$ cat src/rtl/lsu_pkg.sv
// Shared definitions for the load/store unit: access size codes, FSM states
// and the size-to-byte-count helper.
package lsu_pkg;

    localparam logic [1:0] SZ_B = 2'b00;
    localparam logic [1:0] SZ_H = 2'b01;
    localparam logic [1:0] SZ_W = 2'b10;
    localparam logic [1:0] SZ_D = 2'b11;

    typedef enum logic [2:0] {
        IDLE = 3'd0,
        RD   = 3'd1,
        WR   = 3'd2,
        RESP = 3'd3,
        ERR  = 3'd4
    } lsu_state_e;

    function automatic logic [3:0] size_bytes(input logic [1:0] size);
        return 4'd1 << size;
    endfunction

endpackage

$ cat src/rtl/lsu_align.sv
// Combinational byte-lane steering: extracts and extends load data from a
// doubleword, and merges narrow store data into a read doubleword.
module lsu_align
    import lsu_pkg::*;
(
    input  logic [2:0]  off,
    input  logic [1:0]  size,
    input  logic        is_unsigned,
    input  logic [63:0] rdata,
    input  logic [63:0] wdata,
    output logic [63:0] load_data,
    output logic [63:0] merged
);

    logic [63:0] raw;
    logic [63:0] wdata_shifted;
    logic [8:0]  lane_ones;
    logic [7:0]  byte_mask;
    logic [63:0] bit_mask;

    always_comb begin
        raw = rdata >> {off, 3'b000};
        case (size)
            SZ_B:    load_data = is_unsigned ? {56'd0, raw[7:0]}  : {{56{raw[7]}},  raw[7:0]};
            SZ_H:    load_data = is_unsigned ? {48'd0, raw[15:0]} : {{48{raw[15]}}, raw[15:0]};
            SZ_W:    load_data = is_unsigned ? {32'd0, raw[31:0]} : {{32{raw[31]}}, raw[31:0]};
            default: load_data = raw;
        endcase

        // 9-bit intermediate so a full doubleword (8 lanes) does not overflow
        lane_ones = (9'd1 << size_bytes(size)) - 9'd1;
        byte_mask = lane_ones[7:0] << off;
        bit_mask  = '0;
        for (int i = 0; i < 8; i++) begin
            bit_mask[8*i +: 8] = {8{byte_mask[i]}};
        end
        wdata_shifted = wdata << {off, 3'b000};
        merged        = (rdata & ~bit_mask) | (wdata_shifted & bit_mask);
    end

endmodule

$ cat src/rtl/load_store_unit.sv
// MEM-stage load/store initiator for a doubleword data memory, with
// read-modify-write for narrow stores. Optional counters: LSU_PERF_COUNTERS_EN.
module load_store_unit
    import lsu_pkg::*;
#(
    parameter int unsigned MEM_BYTES      = 64,
    parameter int unsigned TIMEOUT_CYCLES = 16
) (
    input  logic        clock,
    input  logic        reset_n,
    input  logic        req_valid,
    output logic        req_ready,
    input  logic        req_store,
    input  logic [1:0]  req_size,
    input  logic        req_unsigned,
    input  logic [63:0] req_addr,
    input  logic [63:0] req_wdata,
    output logic        resp_valid,
    output logic [63:0] resp_rdata,
    output logic        resp_error,
    output logic [63:0] mem_addr,
    output logic [63:0] mem_wdata,
    output logic        mem_read,
    output logic        mem_write,
    input  logic [63:0] mem_rdata,
    input  logic        mem_ack
`ifdef LSU_PERF_COUNTERS_EN
    ,
    output logic [31:0] load_count,
    output logic [31:0] store_count,
    output logic [31:0] error_count
`endif
);

    localparam int CNT_W = (TIMEOUT_CYCLES > 1) ? $clog2(TIMEOUT_CYCLES) : 1;
    localparam logic [CNT_W-1:0] TMO_LAST = CNT_W'(TIMEOUT_CYCLES - 1);

    lsu_state_e        state_q, state_d;
    logic [2:0]        off_q, off_d;
    logic [1:0]        size_q, size_d;
    logic              store_q, store_d;
    logic              unsigned_q, unsigned_d;
    logic [63:0]       wdata_q, wdata_d;
    logic [CNT_W-1:0]  tmo_cnt_q, tmo_cnt_d;
    logic              req_ready_q, req_ready_d;
    logic              resp_valid_q, resp_valid_d;
    logic              resp_error_q, resp_error_d;
    logic [63:0]       resp_rdata_q, resp_rdata_d;
    logic [63:0]       mem_addr_q, mem_addr_d;
    logic [63:0]       mem_wdata_q, mem_wdata_d;
    logic              mem_read_q, mem_read_d;
    logic              mem_write_q, mem_write_d;

    logic [63:0]       load_data;
    logic [63:0]       merged_data;
    logic [3:0]        req_nbytes;
    logic              misaligned;
    logic              out_of_range;

    lsu_align u_align (
        .off        (off_q),
        .size       (size_q),
        .is_unsigned(unsigned_q),
        .rdata      (mem_rdata),
        .wdata      (wdata_q),
        .load_data  (load_data),
        .merged     (merged_data)
    );

    // 65-bit sum so addresses near the top of the 64-bit space cannot wrap into range
    always_comb begin
        req_nbytes   = size_bytes(req_size);
        misaligned   = (req_addr[2:0] & 3'(req_nbytes - 4'd1)) != 3'd0;
        out_of_range = ({1'b0, req_addr} + 65'(req_nbytes)) > 65'(MEM_BYTES);
    end

    always_comb begin
        state_d      = state_q;
        off_d        = off_q;
        size_d       = size_q;
        store_d      = store_q;
        unsigned_d   = unsigned_q;
        wdata_d      = wdata_q;
        tmo_cnt_d    = tmo_cnt_q;
        req_ready_d  = req_ready_q;
        resp_valid_d = 1'b0;
        resp_error_d = 1'b0;
        resp_rdata_d = '0;
        mem_addr_d   = mem_addr_q;
        mem_wdata_d  = mem_wdata_q;
        mem_read_d   = mem_read_q;
        mem_write_d  = mem_write_q;

        case (state_q)
            IDLE: begin
                if (req_valid) begin
                    off_d       = req_addr[2:0];
                    size_d      = req_size;
                    store_d     = req_store;
                    unsigned_d  = req_unsigned;
                    wdata_d     = req_wdata;
                    mem_addr_d  = {req_addr[63:3], 3'b000};
                    tmo_cnt_d   = '0;
                    req_ready_d = 1'b0;
                    if (misaligned || out_of_range) begin
                        state_d      = ERR;
                        resp_valid_d = 1'b1;
                        resp_error_d = 1'b1;
                    end else if (req_store && req_size == SZ_D) begin
                        state_d     = WR;
                        mem_write_d = 1'b1;
                        mem_wdata_d = req_wdata;
                    end else begin
                        state_d    = RD;
                        mem_read_d = 1'b1;
                    end
                end
            end
            RD: begin
                if (mem_ack) begin
                    mem_read_d = 1'b0;
                    if (store_q) begin
                        state_d     = WR;
                        mem_write_d = 1'b1;
                        mem_wdata_d = merged_data;
                        tmo_cnt_d   = '0;
                    end else begin
                        state_d      = RESP;
                        resp_valid_d = 1'b1;
                        resp_rdata_d = load_data;
                    end
                end else if (tmo_cnt_q == TMO_LAST) begin
                    mem_read_d   = 1'b0;
                    state_d      = RESP;
                    resp_valid_d = 1'b1;
                    resp_error_d = 1'b1;
                end else begin
                    tmo_cnt_d = tmo_cnt_q + 1'b1;
                end
            end
            WR: begin
                if (mem_ack) begin
                    mem_write_d  = 1'b0;
                    state_d      = RESP;
                    resp_valid_d = 1'b1;
                end else if (tmo_cnt_q == TMO_LAST) begin
                    mem_write_d  = 1'b0;
                    state_d      = RESP;
                    resp_valid_d = 1'b1;
                    resp_error_d = 1'b1;
                end else begin
                    tmo_cnt_d = tmo_cnt_q + 1'b1;
                end
            end
            RESP, ERR: begin
                state_d     = IDLE;
                req_ready_d = 1'b1;
            end
            default: begin
                state_d     = IDLE;
                req_ready_d = 1'b1;
                mem_read_d  = 1'b0;
                mem_write_d = 1'b0;
            end
        endcase
    end

    always_ff @(posedge clock or negedge reset_n) begin
        if (!reset_n) begin
            state_q      <= IDLE;
            off_q        <= '0;
            size_q       <= SZ_B;
            store_q      <= 1'b0;
            unsigned_q   <= 1'b0;
            wdata_q      <= '0;
            tmo_cnt_q    <= '0;
            req_ready_q  <= 1'b1;
            resp_valid_q <= 1'b0;
            resp_error_q <= 1'b0;
            resp_rdata_q <= '0;
            mem_addr_q   <= '0;
            mem_wdata_q  <= '0;
            mem_read_q   <= 1'b0;
            mem_write_q  <= 1'b0;
        end else begin
            state_q      <= state_d;
            off_q        <= off_d;
            size_q       <= size_d;
            store_q      <= store_d;
            unsigned_q   <= unsigned_d;
            wdata_q      <= wdata_d;
            tmo_cnt_q    <= tmo_cnt_d;
            req_ready_q  <= req_ready_d;
            resp_valid_q <= resp_valid_d;
            resp_error_q <= resp_error_d;
            resp_rdata_q <= resp_rdata_d;
            mem_addr_q   <= mem_addr_d;
            mem_wdata_q  <= mem_wdata_d;
            mem_read_q   <= mem_read_d;
            mem_write_q  <= mem_write_d;
        end
    end

    assign req_ready  = req_ready_q;
    assign resp_valid = resp_valid_q;
    assign resp_error = resp_error_q;
    assign resp_rdata = resp_rdata_q;
    assign mem_addr   = mem_addr_q;
    assign mem_wdata  = mem_wdata_q;
    assign mem_read   = mem_read_q;
    assign mem_write  = mem_write_q;

`ifdef LSU_PERF_COUNTERS_EN
    logic [31:0] load_cnt_q, load_cnt_d;
    logic [31:0] store_cnt_q, store_cnt_d;
    logic [31:0] error_cnt_q, error_cnt_d;

    // store_q is still the completing request's type while resp_valid is high
    always_comb begin
        load_cnt_d  = load_cnt_q;
        store_cnt_d = store_cnt_q;
        error_cnt_d = error_cnt_q;
        if (resp_valid_q) begin
            if (resp_error_q) begin
                if (error_cnt_q != 32'hFFFF_FFFF) error_cnt_d = error_cnt_q + 32'd1;
            end else if (store_q) begin
                if (store_cnt_q != 32'hFFFF_FFFF) store_cnt_d = store_cnt_q + 32'd1;
            end else begin
                if (load_cnt_q != 32'hFFFF_FFFF) load_cnt_d = load_cnt_q + 32'd1;
            end
        end
    end

    always_ff @(posedge clock or negedge reset_n) begin
        if (!reset_n) begin
            load_cnt_q  <= '0;
            store_cnt_q <= '0;
            error_cnt_q <= '0;
        end else begin
            load_cnt_q  <= load_cnt_d;
            store_cnt_q <= store_cnt_d;
            error_cnt_q <= error_cnt_d;
        end
    end

    assign load_count  = load_cnt_q;
    assign store_count = store_cnt_q;
    assign error_count = error_cnt_q;
`endif

endmodule
$ cat config.mk
export PLATFORM = sky130hd
export DESIGN_NAME = load_store_unit
export DESIGN_NICKNAME = d
export VERILOG_FILES = /design/src/rtl/lsu_pkg.sv /design/src/rtl/lsu_align.sv /design/src/rtl/load_store_unit.sv
export SDC_FILE = /design/constraint.sdc
export NUM_CORES = 1
export LEC_CHECK = 0
export BUFFER_PORTS_ARGS = -buffer_cell sky130_fd_sc_hd__buf_2
export CAP_MARGIN = 5
export CORE_ASPECT_RATIO = 1.4
export CORE_MARGIN = 5
export CORE_UTILIZATION = 40
export DETAILED_ROUTE_END_ITERATION = 10
export GPL_ROUTABILITY_DRIVEN = 0
export MAX_ROUTING_LAYER = met4
export PLACE_DENSITY = 0.72
export SLEW_MARGIN = 0
export SYNTH_ARGS = -nofsm -noshare
export SYNTH_HDL_FRONTEND = slang
export SYNTH_SLANG_ARGS = --single-unit
$ cat constraint.sdc
create_clock -name clock -period 5.6 [get_ports clock]
set_input_delay 1.68 -clock clock [delete_from_list [all_inputs] [get_ports clock]]
set_output_delay 1.68 -clock clock [all_outputs]
set_load 0.02 [all_outputs]
==> metrics.md, run 1 <==
| Metric | Value |
|---|---|
| # hold bufs at CTS | 0 |
| Yosys reg bits | between 200 and 300 |
| Required @ worst endpoint | between 6 and 7 ns |
| Cell with the most instances after synthesis | dfrtp_1 |
| RSZ-0062 raised after global routing | no |
| Root Buffer | clkbuf_16 |
| Vias in the first global route | roughly 15000 |
| Post-Layout Cell Count | 2593 |
| Final net count | roughly 2200 |
| Die height | 250 µm |
| Area leader, netlist | dfrtp_1 |
| Yosys Warn Count | 0 |
| Final ANT Viol Nets | 0 |
| Hold Crit Class | reg -> reg |
| CP max FO | 42 |
| Synth Area per Inst | around 9.7 µm² |
| Leakage dissipation | 9.36 nW |
| Core Util, Final | 0.492 |
| GRT Resource Usage Total | 0.273 |
| Total power | between 5 and 6 mW |
| Status | complete, no violations |
| Unique masters post-synth | ~80 |
| Vias/cell | 5.91 |
| Setup-failing EPs final | 0 |
| Post-CTS Setup Bufs | 0 |
| Post-synth EDFFs | 0 |
| Pin slew with the least headroom to its limit | between 1 and 1.5 ns |
| Most frequent cells after synthesis | dfrtp_1 (271), nand2_1 (194), mux2_2 (181), a21oi_1 (145), nor2_1 (143) |
| Synth Area in XOR/XNOR | 0.00854 |
| Hpwl dp | between 40 and 50 mm |
| Hold Path Origin | mem_addr[43]$_DFFE_PN0P_ |
| Asr flop ratio synth | 1.00 |
| Slew headroom | 0.127 |
| Sequential Power Share | 0.391 |
| Dominant cells by area after synthesis | dfrtp_1 (41%), mux2_2 (12%), mux2i_1 (7.5%), nand2_1 (4.4%), a21oi_1 (4.4%) |
| Global-route wire length before repair | 93.8 mm |
| Sw frac | 0.330 |
| Routed WL per cell | about 24 µm |
| Pre-CTS WS | -0.0793 ns |
| Clock Power Share | 0.354 |
| Crit Path Class | in -> reg |
| DRC | 0 |
| Routed WL | roughly 63 mm |
| Clk buf depth | 3 |
| Core Box Area | between 0.04 and 0.05 mm² |
| H-tree Lvls | 1 |
| GRT Residual Overflow | 0 |
| Synth top area share | 0.413 |
| Router iterations before antenna repair | 6 |
| Worst vdd ir | roughly 0.27 mV |
| CTS tree | yes |
| Max-Cap Viols | 0 |
| Post-cts sizing count | 0 |
| Post-Synth Adder-Cell Area | 0.00580 |
| Slew Limit Fails | 0 |
| Placed Cells | roughly 2500 |
| Final count of hold timing violations | 0 |
| Mapped Area | around 0.016 mm² |
| I/O Pins | about 400 |
| Clock Pin Slew Worst Setup and Hold Paths | around 0.060 ns |
| Combinational Power Share | 0.255 |
| Clk_skew | 0.00869 ns |
| Switching Power | 1.94 mW |
| Proportion of layout cells with a drive suffix above 1 | 0.364 |
| Num CTS Buffers | 28 |
| Die area | approximately 0.045 mm² |
| TNS Setup | 0 ns |
| Compound-Gate Fraction of Synth Area | 0.152 |
| Buffers on Ports | 393 |
| Die X | roughly 180 µm |
| Synth Flop Type | dfrtp_1 |
| Synthesis-to-layout area growth | 21.1% |
| Final period utilization | 0.923 |
| PD cells | roughly 300 mW/mm² |
| Post-route setup slack | ~0.43 ns |
| Arrival time worst endpoint | roughly 5.6 ns |
| Seq/Total Area, Yosys | 0.415 |
| Largest family of logic cells by synthesized area | multiplexers |
| Antenna violations before repair | 18 |
| Fmax | ~190 MHz |
| 1st-iter DRT viols | 1544 |
| Worst-skew pair later-pin latency | roughly 0.57 ns |
| Tmin final | 5.17 ns |
| CTS sink cnt | roughly 270 |
| Via count | ~15000 |
| Initial Utilization | 0.406 |
| Post-synthesis mux area share | 0.225 |
| Post-Synth Simple-Gate Area | 0.157 |
| Power Internal | between 3 and 4 mW |
| Reg2Reg Launch Point | off_q[0]$_DFFE_PN0P_ |
| CP startpoint | req_size[1] |
| Startpoint types | input pin |
| Largest net degree at the start of global routing | between 100 and 150 |
| Setup crit end kind | register |
| Std-Cell Rows | a little under 90 |
| Synthesized instance count | 1691 |
[kinds of logic after synthesis]
| group | count (synthesis) |
|---|---|
| xor gates and xnor gates | 16 |
| AOI/OAI and AO/OA | 400 |
| muxes | 332 |
| buffers and inverters | 141 |
| adders and majority gates | 7 |
| DFF | 272 |
| and+or+nand+nor | 522 |
| other | 1 |
[registers in the layout (all words and copies together), names as in the netlist, 2 cells and up]
signal,count
size_q,2
mem_wdata,64
state_q,3
mem_addr,61
tmo_cnt_q,4
wdata_q,64
off_q,3
resp_rdata,64
[through the flow]
| step | hold slack (ns) | cell area [µm²] |
|---|---|---|
| final | 0.500 | 19900 |
| after global routing | 0.509 | 19900 |
| after CTS | 0.505 | 19800 |
| after detailed placement | 0.490 | 18800 |
| after global placement | 0.486 | 18800 |
| after floorplan | 0.477 | 16400 |
[power groups by stage]
stage / Combinational, mW / Sequential, mW / Clock [mW]
2_1_floorplan: 0.924 / 2.31 / 0
3_3_place_gp: 1.44 / 2.32 / 0
3_5_place_dp: 1.46 / 2.33 / 0
4_1_cts: 1.47 / 2.29 / 2.12
5_1_grt: 1.61 / 2.32 / 2.21
6_report: 1.50 / 2.30 / 2.08
[layout by cell type (no fill, tap or decap), types with 6 or more instances in the layout]
cell type    n
buf_2      392
dfrtp_1    268
nand2_1    194
mux2_2     181
a21oi_1    145
nor2_1     143
o21ai_0    126
mux2i_1    123
nand3_1     33
o221a_2     30
clkbuf_16   29
mux2_4      28
a211oi_1    25
nand4_1     24
buf_4       22
inv_1       19
nor2b_1     19
diode_2     18
nand2b_1    15
and3_1      13
nor3_1      12
and4_1      10
and2_1      10
o22ai_1     10
xnor2_1      9
a311oi_1     9
a31oi_1      8
xor2_1       7
or2_2        7
nor4_1       6
ha_1         6
[routing by layer]
layer	routed length [µm]	part of all wire	global-route usage
met5	0	0	-
met3	6500	0.10	0.0639
met2	30700	0.49	0.455
met4	4440	0.071	0.154
met1	21200	0.34	0.300
[critical path: stages]
cell and delay, ns:
buf_2 0.13, nor2_1 0.14, ha_1 0.21, inv_1 0.07, fa_1 0.39, nand2b_1 0.19
buf_4 0.16, a211oi_2 0.18, buf_4 0.24, and4_1 0.26, xnor2_1 0.13, nand4_1 0.09
nor4b_1 0.33, and4_1 0.29, nand3_4 0.11, o31ai_4 0.27, buf_12 0.30, mux2_2 0.38
[area by class of cell]
class                           instances  area [µm²]
Timing Repair Buffer                  419        2220
Inverter                               19        71.3
Clock buffer                           36         792
Multi-Input combinational cell       1280        9020
Fill cell                            3727       20500
Antenna cell                           18        45.0
Sequential cell                       272        6820
Clock inverter                         15         230
Tap cell                              534         668
[worst paths after layout]
path                                             to  slack [ns]  cells past startpoint
max                        mem_wdata[3]$_DFFE_PN0P_        0.43                     18
min                        mem_addr[43]$_DFFE_PN0P_        0.50                      1
max in group asynchronous      off_q[0]$_DFFE_PN0P_        3.32                      2
min reg2reg                mem_addr[43]$_DFFE_PN0P_        0.50                      1
max reg2reg                resp_rdata[53]$_DFF_PN0_        1.71                     10
min in group asynchronous  mem_addr[10]$_DFFE_PN0P_        1.15                      1
Power figures use the tool's default switching activity.
==> run 2: changes to the inputs <==
Settings changed: BUFFER_PORTS_ARGS -buffer_cell sky130_fd_sc_hd__buf_2 to unset, DONT_BUFFER_PORTS set to 1, PLACE_DENSITY 0.72 to 0.63.
==> run 2 against run 1 <==
Net effect:
- register-to-register slack lost 0.07 ns
- via count shrank 11%
- cell area shrank 10%
- highest routed layer unchanged
- clock skew grew 0.012 ns
- combinational power shrank 25%
- non-clock buffer count shrank 389
- critical endpoint is now mem_wdata[1]$_DFFE_PN0P_
==> metrics.md, run 2 (synthesis gave the netlist of run 1 again) <==
| Metric | Value |
|---|---|
| CP Depth | 17 (-1) |
| Reg2Reg Launch Point | off_q[0]$_DFFE_PN0P_ |
| Biggest cell delay along the critical path | 0.39 ns (about the same) |
| Fill cells | 3818 (+2.4%) |
| GRT Resource Usage Total | 0.269 (-0.00422) |
| Status | complete, no violations |
| Post-CTS Setup Bufs | 0 (unchanged) |
| CTS tree | yes |
| CTS sink cnt | 272 (unchanged) |
| Commonest non-fill, non-tap cell in the layout | dfrtp_1 |
| Slew Limit Fails | 0 (unchanged) |
| # hold bufs at CTS | 0 (unchanged) |
| Commonest cells after routing, fill and taps aside | dfrtp_1 (268), nand2_1 (194), mux2_2 (181) |
| FF-to-FF path depth | 8 (-2) |
| Synthesis-to-layout area growth | 8.51% |
| Pin slew with the least headroom to its limit | 1.18 ns (-0.130 ns) |
| Std-Cell Rows | 87 (unchanged) |
| Antenna violations before repair | 2 (-16) |
| CP Cell Sequence | nor2_1, ha_1, inv_1, fa_1, nand2b_1, a211oi_2, buf_4, nand4_1, xnor2_1, o21a_1, nor4_1, and4_1, nand3_4, o31ai_4, buf_12, buf_12, mux2_2 |
| 1st-iter DRT viols | 1442 (-6.6%) |
| GRT Residual Overflow | 0 (unchanged) |
| CP max FO | 14 (-67%) |
| Pre-CTS WS | 0.104 ns (+0.183 ns) |
| Hold Path Cell Cnt | 1 (unchanged) |
| Root Buffer | clkbuf_16 |
| Largest net degree at the start of global routing | 273 (+140%) |
| Global-route wire length before repair | 91.0 mm (-3.0%) |
| TNS Setup | 0 ns (unchanged) |
| Tmin final | 4.93 ns (-0.235 ns) |
| Vias in the first global route | 13600 (-11%) |
| Max-Cap Viols | 0 (unchanged) |
| CP max-delay cell | fa_1 |
| Worst vdd ir | 0.231 mV (-15%) |
| Setup-failing EPs final | 0 (unchanged) |
| Clock Pin Slew Worst Setup and Hold Paths | 0.07 ns (about the same) |
| Post-route setup slack | 0.665 ns (+0.235 ns) |
| Routed WL | 61.9 mm (-1.5%) |
| Final period utilization | 0.881 (-0.0419) |
| Buf/Inv on CP | 4 (-1) |
| Vias/cell | 6.23 (+5.3%) |
| Most used cell, CP | buf_12 |
| Fmax | 203 MHz (+4.8%) |
| Clk buf depth | 3 (unchanged) |
| Buffers on Ports | 0 (-100%) |
| Hpwl dp | 47.5 mm (-2.0%) |
| Proportion of layout cells with a drive suffix above 1 | 0.211 (-0.152) |
| Hold Path Origin | wdata_q[63]$_DFFE_PN0P_ |
| Crit Path Class | in -> reg |
| Post-cts sizing count | 0 (unchanged) |
| Num CTS Buffers | 28 (unchanged) |
| Core Box Area | 0.0404 mm² (unchanged) |
| Die height | 250 µm (unchanged) |
| Final count of hold timing violations | 0 (unchanged) |
| Router iterations before antenna repair | 6 (unchanged) |
| Initial Utilization | 0.406 (unchanged) |
| I/O Pins | 397 (unchanged) |
| Final ANT Viol Nets | 0 (unchanged) |
| PD cells | 305 mW/mm² (+3.1%) |
| Setup crit end kind | register |
| DRC | 0 (unchanged) |
| Die area | 0.0452 mm² (unchanged) |
| Slew headroom | 0.208 (+0.0816) |
| Final net count | 1838 (-17%) |
| Worst-skew pair later-pin latency | 0.58 ns (about the same) |
| Delay-heaviest family, CP | simple AND/OR/NAND/NOR gates |
| Clk_skew | 0.0203 ns (+0.0116 ns) |
| Leakage dissipation | 7.56 nW (-19%) |
| Required @ worst endpoint | 6.06 ns (about the same) |
| Die X | 181 µm (unchanged) |
| Routed WL per cell | 28.2 µm (+16%) |
| Hold Crit Class | reg -> reg |
| Via count | 13700 (-11%) |
| CP startpoint | req_size[1] |
| H-tree Lvls | 1 (unchanged) |
| Startpoint types | input pin |
| Arrival time worst endpoint | 5.39 ns (-0.23 ns) |
| RSZ-0062 raised after global routing | no |
## run 2: area by class of cell
cell class / instances / area (µm²) / area share
Multi-Input combinational cell: 1280 / 9020 / 0.506
Inverter: 19 / 71.3 / 0.00401
Clock inverter: 14 / 143 / 0.00801
Tap cell: 534 / 668 / 0.0375
Timing Repair Buffer: 30 / 300 / 0.0169
Antenna cell: 7 / 17.5 / 0.000984
Sequential cell: 272 / 6820 / 0.383
Clock buffer: 38 / 769 / 0.0432
## run 2: routing by layer
layer	vias up	track usage	part of all wire
met5	-	-	0
met4	0	0.137	0.061
met3	191	0.0838	0.11
met2	815	0.454	0.50
met1	6652	0.282	0.33
li1	6009	-	-
## run 2: worst paths after layout
check / endpoint / slack (ns)
worst max-delay path: mem_wdata[1]$_DFFE_PN0P_ / 0.67
worst min-delay path: wdata_q[63]$_DFFE_PN0P_ / 0.51
worst max register to register: mem_wdata[54]$_DFFE_PN0P_ / 1.64
worst min register to register: wdata_q[63]$_DFFE_PN0P_ / 0.51
max in group asynchronous: resp_rdata[53]$_DFF_PN0_ / 4.24
min in group asynchronous: mem_addr[10]$_DFFE_PN0P_ / 0.82
## run 2: worst register-to-register path, cell delays in order (launching register included)
cell	delay, ns
dfrtp_4	1.04
inv_1	0.66
buf_4	0.42
nand2_1	0.12
o21ai_0	0.11
a22oi_1	0.91
a211oi_1	0.08
o21ai_0	0.33
o221a_2	0.25
## run 2: metrics by stage
| step | area (µm²) | hold slack [ns] | power, mW | std cells | util |
|---|---|---|---|---|---|
| finish | 17800 | 0.512 | 5.43 | 2194 | 0.441 |
| detailed placement | 16900 | 0.503 | 3.55 | 2135 | 0.418 |
| global route | 17800 | 0.529 | 5.67 | 2190 | 0.441 |
| CTS | 17800 | 0.517 | 5.45 | 2187 | 0.440 |
| floorplan | 16400 | 0.477 | 3.24 | 1693 | - |
| global placement | 16900 | 0.494 | 3.53 | 2135 | 0.418 |
## run 2: power by group
part | internal [mW] | leakage [nW] | switching [mW]
sequential | 2.11 | 3.49 | 0.292
combinational | 0.496 | 3.63 | 0.639
clock | 1.06 | 0.445 | 0.830
==> run 3: changes to the inputs <==
Settings changed: ABC_AREA set to 1.
==> run 3 against run 2 <==
Net effect:
- first-iteration DRC count increased by 54%
- sequential share of layout area down 1.3 points
- clock power grew 5%
- via count up 31%
- worst setup slack improved by 0.19 ns
- hold slack lost 0.023 ns
- flip-flop and latch count stayed put
- synthesized cell count rose by 51%
- wire length is 18% higher
- highest routed layer unchanged
- critical path depth grew 6
- non-clock buffer count shrank 12
==> metrics.md, run 3 <==
| Metric | Value |
|---|---|
| Num CTS Buffers | 29 (+3.6%) |
| Global routing's busiest layer | met2 |
| Startpoint types | input pin |
| Hold Crit Class | reg -> reg |
| Required @ worst endpoint | 6.05 ns (about the same) |
| Most frequent cells after synthesis | nand2_1 (750), o21ai_0 (361), dfrtp_1 (271), inv_1 (258), nor2_1 (222) |
| Final count of hold timing violations | 0 (unchanged) |
| 1st-iter DRT viols | 2225 (+54%) |
| GRT met1 Usage | 0.308 (+0.0253) |
| Critical path endpoint | mem_wdata[42]$_DFFE_PN0P_ |
| Std-Cell Rows | 90 (+3.4%) |
| Area leader, netlist | dfrtp_1 |
| Yosys Warn Count | 0 (unchanged) |
| Buf/Inv on CP | 3 (-1) |
| Seq/Total Area, Yosys | 0.396 (-0.0193) |
| CP startpoint | req_size[1] |
| Worst hold margin | 0.489 ns (-0.0226 ns) |
| CP Cell Sequence | nor2_1, ha_1, inv_1, fa_1, inv_1, nand3_1, nand3_1, nand2_1, nor2_1, nand2_1, nand2_1, nand3_1, nor2_1, nand2_1, nor2_1, nand2_1, nor2_2, nand3_1, nand2_2, nand2_2, buf_4, nand2_1, nand2_1 |
| PD cells | 539 mW/mm² (+76%) |
| CTS tree | yes |
| Post-synth EDFFs | 0 (unchanged) |
| TNS Setup | 0 ns (unchanged) |
| Dominant cells by area after synthesis | dfrtp_1 (39%), nand2_1 (16%), o21ai_0 (10%), inv_1 (5.6%), nor2_1 (4.8%) |
| Fmax | 211 MHz (+4.1%) |
| Unique masters post-synth | 50 (-39%) |
| Post-route setup slack | 0.859 ns (+0.194 ns) |
| Area of placed instances | 0.0175 mm² (+3.5%) |
| Vias in the first global route | 17100 (+25%) |
| CP max-delay cell | nor2_1 |
| Post-cts sizing count | 0 (unchanged) |
| Initial Utilization | 0.402 (-0.00410) |
| Via count | 17900 (+31%) |
| # hold bufs at CTS | 0 (unchanged) |
| Tmin final | 4.74 ns (-0.194 ns) |
| Post-CTS Setup Bufs | 0 (unchanged) |
| CP max FO | 44 (+30) |
| CTS sink cnt | 272 (unchanged) |
| I/O Pins | 397 (unchanged) |
| Synth Flop Type | dfrtp_1 |
| Yosys reg bits | 272 (unchanged) |
| Worst-skew pair later-pin latency | 0.59 ns (about the same) |
| Max-Cap Viols | 0 (unchanged) |
| Clk_skew | 0.0357 ns (+0.0154 ns) |
| Slew Limit Fails | 0 (unchanged) |
| H-tree Lvls | 1 (unchanged) |
| Worst vdd ir | 0.289 mV (+25%) |
| Biggest cell delay along the critical path | 0.48 ns (+0.09 ns) |
| Met2 usage | 0.493 (+0.0386) |
| Routed WL per cell | 24.1 µm (-15%) |
| Status | complete, no violations |
| Vias/cell | 5.88 (-5.6%) |
| FF-to-FF path depth | 10 (+2) |
| Die X | 185 µm (+2.3%) |
| Commonest non-fill, non-tap cell in the layout | nand2_1 |
| GRT Resource Usage Total | 0.303 (+0.0344) |
| Die height | 255 µm (+2.3%) |
| Synthesis-to-layout area growth | 7.17% |
| Clock Pin Slew Worst Setup and Hold Paths | 0.06 ns (about the same) |
| Router iterations before antenna repair | 7 (+1) |
| Slew headroom | 0.173 (-0.0357) |
| Hpwl dp | 55.8 mm (+17%) |
| Post-Layout Cell Count | 3040 (+39%) |
| Final net count | 2667 (+45%) |
| Worst reg2reg setup slack | 1.18 ns (-0.46 ns) |
| Final period utilization | 0.847 (-0.0347) |
| Antenna violations before repair | 8 (+6) |
| Fill cells | 4505 (+18%) |
| Pre-CTS WS | 0.392 ns (+0.289 ns) |
| Buffers on Ports | 0 (unchanged) |
| DRC | 0 (unchanged) |
| Synth Area per Inst | 6.73 µm² (-31%) |
| Synthesized instance count | 2558 (+51%) |
| Met3 global-route usage | 0.0972 (+0.0134) |
| Global-route wire length before repair | 106 mm (+17%) |
| Area of the multi-input gates | 0.00879 mm² (-2.5%) |
| Clk buf depth | 3 (unchanged) |
| Routed WL | 73.3 mm (+18%) |
| Mapped Area | 0.0172 mm² (+4.9%) |
| Synth top area share | 0.394 (-0.0193) |
| Leakage dissipation | 8.98 nW (+19%) |
| Asr flop ratio synth | 1.00 (unchanged) |
| Largest net degree at the start of global routing | 273 (unchanged) |
| Arrival time worst endpoint | 5.19 ns (-0.20 ns) |
| Setup crit end kind | register |
| Core Box Area | 0.0428 mm² (+6.0%) |
| Crit Path Class | in -> reg |
| Final ANT Viol Nets | 0 (unchanged) |
| Commonest cells after routing, fill and taps aside | nand2_1 (748), o21ai_0 (361), dfrtp_1 (269) |
| Most used cell, CP | nand2_1 |
| CP Depth | 23 (+6) |
| Finished Cell Area | 0.0184 mm² (+3.6%) |
| GRT Residual Overflow | 0 (unchanged) |
| Proportion of layout cells with a drive suffix above 1 | 0.0508 (-0.160) |
| Setup-failing EPs final | 0 (unchanged) |
| RSZ-0062 raised after global routing | no |
| RR Endpoint | mem_wdata[39]$_DFFE_PN0P_ |
| Root Buffer | clkbuf_16 |
| Die area | 0.0473 mm² (+4.7%) |
| Delay-heaviest family, CP | simple AND/OR/NAND/NOR gates |
| Pin slew with the least headroom to its limit | 1.24 ns (+0.0568 ns) |
| Reg2Reg Launch Point | off_q[0]$_DFFE_PN0P_ |
| Cell with the most instances after synthesis | nand2_1 |
| Placed Cells | 2981 (+40%) |
| Seq. cell area | 0.00681 mm² (about the same) |
## run 3: tightest hold or removal path, cell delays in order, from the launching register on
cell     delay [ns]
dfrtp_1        0.34
nand2_1        0.06
o21ai_0        0.06
## run 3: logic make-up after synthesis
family / after synthesis / synth area share
AO/OA/AOI/OAI: 605 / 0.190
AND/OR/NAND/NOR: 1223 / 0.293
adder cells (fa/ha/maj): 7 / 0.00553
XOR/XNOR: 12 / 0.00611
flip-flops: 272 / 0.396
other: 1 / 0.000218
multiplexers: 24 / 0.0148
buffers and inverters: 414 / 0.0953
## run 3: per-layer routing
metal / share of wire / up-vias / wire length, µm
met5: 0 / - / 0
met4: 0.088 / 0 / 6450
met3: 0.12 / 333 / 8800
met2: 0.48 / 1146 / 35000
met1: 0.31 / 8256 / 23000
li1: - / 8145 / -
## run 3: worst min-delay path by stage
stage / startpoint / end / slack (ns) / cells after the start
floorplan: wdata_q[16]$_DFFE_PN0P_ / wdata_q[16]$_DFFE_PN0P_ / 0.45 / 2
global placement: wdata_q[31]$_DFFE_PN0P_ / wdata_q[31]$_DFFE_PN0P_ / 0.47 / 2
detailed placement: wdata_q[17]$_DFFE_PN0P_ / wdata_q[17]$_DFFE_PN0P_ / 0.48 / 2
CTS: wdata_q[17]$_DFFE_PN0P_ / wdata_q[17]$_DFFE_PN0P_ / 0.49 / 2
global route: wdata_q[17]$_DFFE_PN0P_ / wdata_q[17]$_DFFE_PN0P_ / 0.52 / 2
finish: wdata_q[31]$_DFFE_PN0P_ / wdata_q[31]$_DFFE_PN0P_ / 0.49 / 2
## run 3: stage by stage
step / power [mW] / util
after global routing: 10.5 / 0.431
after global placement: 7.76 / 0.408
after CTS: 9.85 / 0.430
after detailed placement: 7.83 / 0.408
after floorplan: 6.53 / -
final: 9.94 / 0.431
## run 3: where the power goes
| part | switching (mW) | leakage [nW] | internal [mW] |
|---|---|---|---|
| Sequential | 1.30 | 3.46 | 2.68 |
| Clock | 0.824 | 0.467 | 1.16 |
| Combinational | 2.84 | 5.05 | 1.13 |
| Total | 4.96 | 8.98 | 4.97 |
## run 3: area by class of cell
cell class	count	share of cell area
timing repair buffer	18	0.00936
sequential	272	0.369
antenna	8	0.00109
clock inverter	9	0.00678
multi-input combinational	1874	0.477
tap	552	0.0375
inverter	265	0.0539
clock buffer	42	0.0453
